**src/rtl/euler_pkg.sv**
```systemverilog
// Shared definitions for the prime-search sequencer: state encoding,
// candidate stepping constants and default sizing.
package euler_pkg;

  typedef enum logic [2:0] {
    S_IDLE      = 3'd0,
    S_ISSUE     = 3'd1,
    S_WAIT_LOW  = 3'd2,
    S_WAIT_DONE = 3'd3,
    S_EVAL      = 3'd4,
    S_FINISH    = 3'd5
  } state_e;

  localparam int unsigned FIRST_PRIME = 2;
  localparam int unsigned ODD_STEP    = 2;

  localparam int unsigned DEF_WIDTH   = 32;
  localparam int unsigned DEF_TIMEOUT = 1000000;

endpackage

```
**src/rtl/hs_watchdog.sv**
```systemverilog
// Handshake watchdog: counts enabled cycles since the last clear and
// saturates once the limit is reached, holding expired high.
module hs_watchdog #(
  parameter int unsigned TIMEOUT = 1000000
) (
  input  logic clk,
  input  logic rst,
  input  logic clear,
  input  logic enable,
  output logic expired
);

  localparam int unsigned CW = $clog2(TIMEOUT + 1);
  localparam logic [CW-1:0] LIMIT = CW'(TIMEOUT);

  logic [CW-1:0] cnt_q, cnt_d;

  assign expired = (cnt_q == LIMIT);

  // Next count: clear wins, then count up until the limit and stick there.
  always_comb begin
    cnt_d = cnt_q;
    if (clear) begin
      cnt_d = '0;
    end else if (enable && !expired) begin
      cnt_d = cnt_q + CW'(1);
    end
  end

  // Counter register.
  always_ff @(posedge clk or posedge rst) begin
    if (rst) cnt_q <= '0;
    else     cnt_q <= cnt_d;
  end

endmodule

```
**src/rtl/nth_prime_seq.sv**
```systemverilog
// N-th prime sequencer: walks candidates 2,3,5,7,... through an external
// primality tester over a start/done handshake and stops at the N-th prime.
module nth_prime_seq
  import euler_pkg::*;
#(
  parameter int unsigned WIDTH   = DEF_WIDTH,
  parameter int unsigned TIMEOUT = DEF_TIMEOUT
) (
  input  logic             clk,
  input  logic             rst,
  input  logic             start,
  input  logic [WIDTH-1:0] n,
  output logic             busy,
  output logic             done,
  output logic [WIDTH-1:0] result,
  output logic             error,
  output logic [WIDTH-1:0] cand_value,
  output logic             cand_start,
  input  logic             cand_done,
  input  logic             cand_result
);

  // Largest candidate that can still take an odd step without wrapping.
  localparam logic [WIDTH-1:0] LAST_SAFE = '1 - WIDTH'(ODD_STEP);

  state_e           state_q, state_d;
  logic [WIDTH-1:0] n_q, n_d;
  logic [WIDTH-1:0] cand_q, cand_d;
  logic [WIDTH-1:0] count_q, count_d;
  logic [WIDTH-1:0] result_q, result_d;
  logic             busy_q, busy_d;
  logic             done_q, done_d;
  logic             error_q, error_d;
  logic             fin_q, fin_d;

  logic             accept;
  logic             wd_expired;
  logic [WIDTH-1:0] count_inc;
  logic [WIDTH-1:0] cand_next;
  logic             hit;
  logic             ovf;

  // fin_q marks the first IDLE cycle after FINISH, when done has just risen;
  // a start landing on that cycle is deliberately dropped.
  assign accept    = (state_q == S_IDLE) && start && !fin_q;
  assign count_inc = cand_result ? (count_q + WIDTH'(1)) : count_q;
  assign hit       = cand_result && (count_inc == n_q);
  assign cand_next = (cand_q == WIDTH'(FIRST_PRIME)) ? (cand_q + WIDTH'(1))
                                                     : (cand_q + WIDTH'(ODD_STEP));
  assign ovf       = (cand_q != WIDTH'(FIRST_PRIME)) && (cand_q > LAST_SAFE);

  hs_watchdog #(.TIMEOUT(TIMEOUT)) u_watchdog (
    .clk     (clk),
    .rst     (rst),
    .clear   (state_q == S_ISSUE),
    .enable  ((state_q == S_WAIT_LOW) || (state_q == S_WAIT_DONE)),
    .expired (wd_expired)
  );

  // State and datapath registers.
  always_ff @(posedge clk or posedge rst) begin
    if (rst) begin
      state_q  <= S_IDLE;
      n_q      <= '0;
      cand_q   <= '0;
      count_q  <= '0;
      result_q <= '0;
      busy_q   <= 1'b0;
      done_q   <= 1'b0;
      error_q  <= 1'b0;
      fin_q    <= 1'b0;
    end else begin
      state_q  <= state_d;
      n_q      <= n_d;
      cand_q   <= cand_d;
      count_q  <= count_d;
      result_q <= result_d;
      busy_q   <= busy_d;
      done_q   <= done_d;
      error_q  <= error_d;
      fin_q    <= fin_d;
    end
  end

  // Next-state logic; a watchdog expiry in either wait state aborts the search.
  always_comb begin
    state_d = state_q;
    unique case (state_q)
      S_IDLE:      if (accept) state_d = (n == '0) ? S_FINISH : S_ISSUE;
      S_ISSUE:     state_d = S_WAIT_LOW;
      S_WAIT_LOW:  if (wd_expired)     state_d = S_FINISH;
                   else if (!cand_done) state_d = S_WAIT_DONE;
      S_WAIT_DONE: if (wd_expired)     state_d = S_FINISH;
                   else if (cand_done) state_d = S_EVAL;
      S_EVAL:      state_d = (hit || ovf) ? S_FINISH : S_ISSUE;
      S_FINISH:    state_d = S_IDLE;
      default:     state_d = S_IDLE;
    endcase
  end

  // Datapath and status updates for each state.
  always_comb begin
    n_d      = n_q;
    cand_d   = cand_q;
    count_d  = count_q;
    result_d = result_q;
    busy_d   = busy_q;
    done_d   = done_q;
    error_d  = error_q;
    fin_d    = (state_q == S_FINISH);
    unique case (state_q)
      S_IDLE: if (accept) begin
        n_d      = n;
        cand_d   = WIDTH'(FIRST_PRIME);
        count_d  = '0;
        result_d = '0;
        busy_d   = 1'b1;
        done_d   = 1'b0;
        error_d  = (n == '0);
      end
      S_WAIT_LOW, S_WAIT_DONE: if (wd_expired) begin
        error_d  = 1'b1;
        result_d = '0;
      end
      S_EVAL: begin
        count_d = count_inc;
        if (hit) begin
          result_d = cand_q;
        end else if (ovf) begin
          error_d  = 1'b1;
          result_d = '0;
        end else begin
          cand_d = cand_next;
        end
      end
      S_FINISH: begin
        done_d = 1'b1;
        busy_d = 1'b0;
      end
      default: ;
    endcase
  end

  // Outputs: cand_start decodes straight from state so reset drops it at once.
  always_comb begin
    cand_start = (state_q == S_ISSUE);
    cand_value = cand_q;
    busy       = busy_q;
    done       = done_q;
    result     = result_q;
    error      = error_q;
  end

endmodule
```
**config.mk**
```make
export PLATFORM = sky130hd
export DESIGN_NAME = nth_prime_seq
export DESIGN_NICKNAME = d
export VERILOG_FILES = /design/src/rtl/euler_pkg.sv /design/src/rtl/hs_watchdog.sv /design/src/rtl/nth_prime_seq.sv
export SDC_FILE = /design/constraint.sdc
export NUM_CORES = 1
export LEC_CHECK = 0
export CORE_MARGIN = 2
export CORE_UTILIZATION = 30
export DETAILED_ROUTE_END_ITERATION = 8
export SLEW_MARGIN = 20
export SYNTH_ARGS = -nofsm -noshare
export SYNTH_HDL_FRONTEND = slang
export SYNTH_SLANG_ARGS = --single-unit
```
**constraint.sdc**
```tcl
create_clock -name clk -period 5.4 [get_ports clk]
set_input_delay 1.62 -clock clk [delete_from_list [all_inputs] [get_ports clk]]
set_output_delay 1.62 -clock clk [all_outputs]
set_load 0.005 [all_outputs]
```
==> results.yml <==
status:
  outcome: "completed"
synth:
  synth_edf_count: 0
  async_reset_ff_share_pct: 100
  synth_area_sq_um: 8790
  syn_area_per_cell_sq_um: 9.07
  yosys_warnings: 0
  syn_inst: 969
  synth.distinct_cells: 75
  ys.flop_type: "dfrtp_1"
  ys_ff_latch: 155
  yosysSeqAreaShare_pct: 44.1
  synth_nets: 1014
die:
  dieHeight_microns: 175
  die_x_microns: 175
  boundaryPins: 105
  fp.coreArea_sq_um: 28800
  num_rows: 62
  die-area_sq_um: 30700
  initial_core_util_pct: 30.5
drt:
  vias_per_cell: 5.25
  wl_per_cell_microns: 16.6
  ant_nets: 0
  via_count: 7601
  dr.pass1.iters: 5
  wirelength_microns: 24000
  drc: 0
  drt_iter0_drc: 538
clock_network:
  clk_path_buf_depth: 2
  cts_tree: "done"
  root_buffer: "clkbuf_16"
  cts_htree_levels: 4
  numClockSinks: 155
  post_cts_buffers: 0
  path_clk_slew_ns: 0.07
  cts.repair.resized: 0
  clk_latency_ns: 0.44
  cts_hold_buf: 0
  numCtsBuffers: 17
power_and_ir_drop:
  leakagePower_nw: 4.57
  p_total_mw: 3.88
  cellPowerDensity_nw_per_um2: 358
  combPwrFrac_pct: 27.5
  p_clk_share_pct: 33.1
  swShare_pct: 35.4
  ir_drop_mv: 0.256
  p_int_mw: 2.51
  seqPwrFrac_pct: 39.3
  p_sw_mw: 1.37
cells_and_area:
  layout-drive-gt1-share_pct: 7.80
  area_growth_pct: 23.4
  multiInputGateArea_sq_um: 4590
  nets: 1096
  seqCellArea_sq_um: 3880
  fillCellCount: 2872
  antenna_cells: 0
  instances_no_fill: 1448
sta:
  fin_worst_skew_ns: 0.00922
  relSlewSlack_pct: 46.6
  worst_pin_slew_ns: 0.800
  setup_violations: 0
  tns_ns: 0
  min_period_over_period_pct: 86.3
  rsz0062_at_grt: "false"
  fmax_mhz: 215
  setup_ws_ns: 0.741
  hold_viol_final: 0
  period_needed_ns: 4.66
  holdWs_ns: 0.488
  slew_viol_final: 0
critical_path:
  reg2reg_depth: 11
  cp.required_ns: 5.73
  endpoint_kind: "flop"
  cp_cell_sequence: "clkdlybuf4s50_1 -> nand4_2 -> nor3_4 -> nand3_1 -> mux2i_1 -> nor4_1 -> nand4_2 -> nand3_4 -> nand2_2 -> buf_12 -> a22o_1"
  crit_family: "simple AND/OR/NAND/NOR gates"
  cp_num_buf_inv: 2
  timing.rr.start: "count_q[0]$_DFFE_PP0P_"
  crit_start: "cand_result"
  crit_arrival_ns: 4.99
  path_class: "input pin to flop"
  crit_path_top_delay_cell: "clkdlybuf4s50_1"
  cp_num_cells: 11
  worst-path-max-fanout: 21
  cp-start-kind: "input pin"
  crit_top_cell: "nand4_2"
  max_stage_delay_ns: 0.54
placement:
  port-buffer-count: 104
  dp_hpwl_microns: 16700
  gp_congestion: 0.886
  place_inst: 1416
  post-place-ws_ns: 0.319
grt:
  grt_max_degree: 108
  antenna_found_initial: 0
  grtUsageTotal_pct: 16.1
  grt_pass1_wl_microns: 39800
  overflow: 0
  first_global_vias: 7459
min_path:
  hold_path_startpoint: "done$_DFFE_PP0P_"
  min_path_type: "flop to flop"
  hold_path_depth: 1
run:
  cap_violations: 0
[final cells by class]
class | instances | area share, %
Inverter | 11 | 0.415
Timing Repair Buffer | 124 | 11.3
Clock inverter | 14 | 1.81
Clock buffer | 18 | 3.96
Tap cell | 384 | 4.43
Sequential cell | 155 | 35.8
Multi-Input combinational cell | 742 | 42.3
[power by group through the flow]
stage / logic (mW) / registers, mW / clock network (mW)
4_1_cts: 1.08 / 1.53 / 1.31
2_1_floorplan: 0.796 / 1.46 / 0
3_3_place_gp: 1.06 / 1.54 / 0
6_report: 1.07 / 1.53 / 1.29
5_1_grt: 1.20 / 1.55 / 1.37
3_5_place_dp: 1.07 / 1.55 / 0
[worst register-to-register path: cells and delay by family, from the launching register on]
kind	cells	cell delay [ns]
muxes	1	0.20
and+or+nand+nor	7	2.16
DFF	1	0.45
AOI/OAI and AO/OA	1	0.23
adders and majority gates	1	0.31
buffers and inverters	1	0.24
[through the flow]
stage	util, %	instance area [sq um]
2_1_floorplan	-	8790
3_3_place_gp	35.5	10200
3_5_place_dp	35.5	10200
4_1_cts	37.7	10800
5_1_grt	37.7	10800
6_report	37.7	10800
[cells in the final DEF (no fill, tap or decap), types with 5 or more instances in the layout]
cell type	n
o22ai_1	6
nand4_1	28
nor3_1	16
a31oi_1	8
ha_1	8
nand2b_1	9
inv_6	5
o211ai_1	10
a21oi_1	34
inv_1	10
clkbuf_16	17
and4_1	13
nor4_1	30
o31ai_1	27
buf_4	17
mux2i_1	6
o21ai_0	58
nor4_2	5
nor2_1	62
nand4_2	5
nand3_1	35
xnor2_1	27
a22o_1	32
xor2_1	35
or3_1	5
clkdlybuf4s50_1	104
nor3b_1	5
or4_1	15
and3_1	15
dfrtp_1	155
and2_1	10
nand2_1	173
[Yosys cell counts (5+ instances only)]
cell type	count	area share, %
a31oi_1	8	0.57
o211ai_1	10	0.85
nand4_1	28	2.0
inv_1	11	0.47
and3_1	15	1.1
or3_1	5	0.36
nor2_1	63	2.7
clkbuf_1	32	1.4
nand2b_1	9	0.64
nand2_1	173	7.4
a22o_1	32	3.2
o21ai_0	59	3.4
and2_1	10	0.71
nand3_1	35	2.0
or4_1	15	1.3
buf_2	20	1.1
nand4_2	5	0.71
dfrtp_1	155	44
nor4_1	31	2.2
and4_1	13	1.3
nor3_1	16	0.91
a21oi_1	34	1.9
mux2i_1	6	0.68
o31ai_1	27	2.3
xnor2_1	27	2.7
o22ai_1	6	0.43
nor3b_1	6	0.51
xor2_1	35	3.5
ha_1	8	1.1
[final timing paths]
check	end	slack, ns
min in group asynchronous	n_q[4]$_DFFE_PP0P_	1.69
min reg2reg	done$_DFFE_PP0P_	0.49
max in group asynchronous	u_watchdog.cnt_q[17]$_DFFE_PP0P_	2.70
max reg2reg	result[4]$_DFFE_PP0P_	1.70
min	done$_DFFE_PP0P_	0.49
max	result[4]$_DFFE_PP0P_	0.74
[cells by family after synthesis]
group / synth area share (%)
multiplexers: 0.940
flip-flops: 44.1
adder cells (fa/ha/maj): 1.14
AND/OR/NAND/NOR: 27.3
XOR/XNOR: 6.44
buffers and inverters: 3.87
AO/OA/AOI/OAI: 16.2
[sequential cells by signal (all words and copies together) (netlist names)]
name              count
u_watchdog.cnt_q     20
fin_q                 1
state_q               3
result               32
n_q                  32
done                  1
cand_value           32
busy                  1
count_q              32
error                 1
[per-layer routing]
metal / vias to the layer above / track usage, % / share of wire (%)
met5: - / 0 / 0
met4: 0 / 5.31 / 1.9
met3: 27 / 2.50 / 4.4
met2: 170 / 25.3 / 46
met1: 3693 / 22.6 / 48
li1: 3711 / - / -
(Power assumes the default switching activity.)
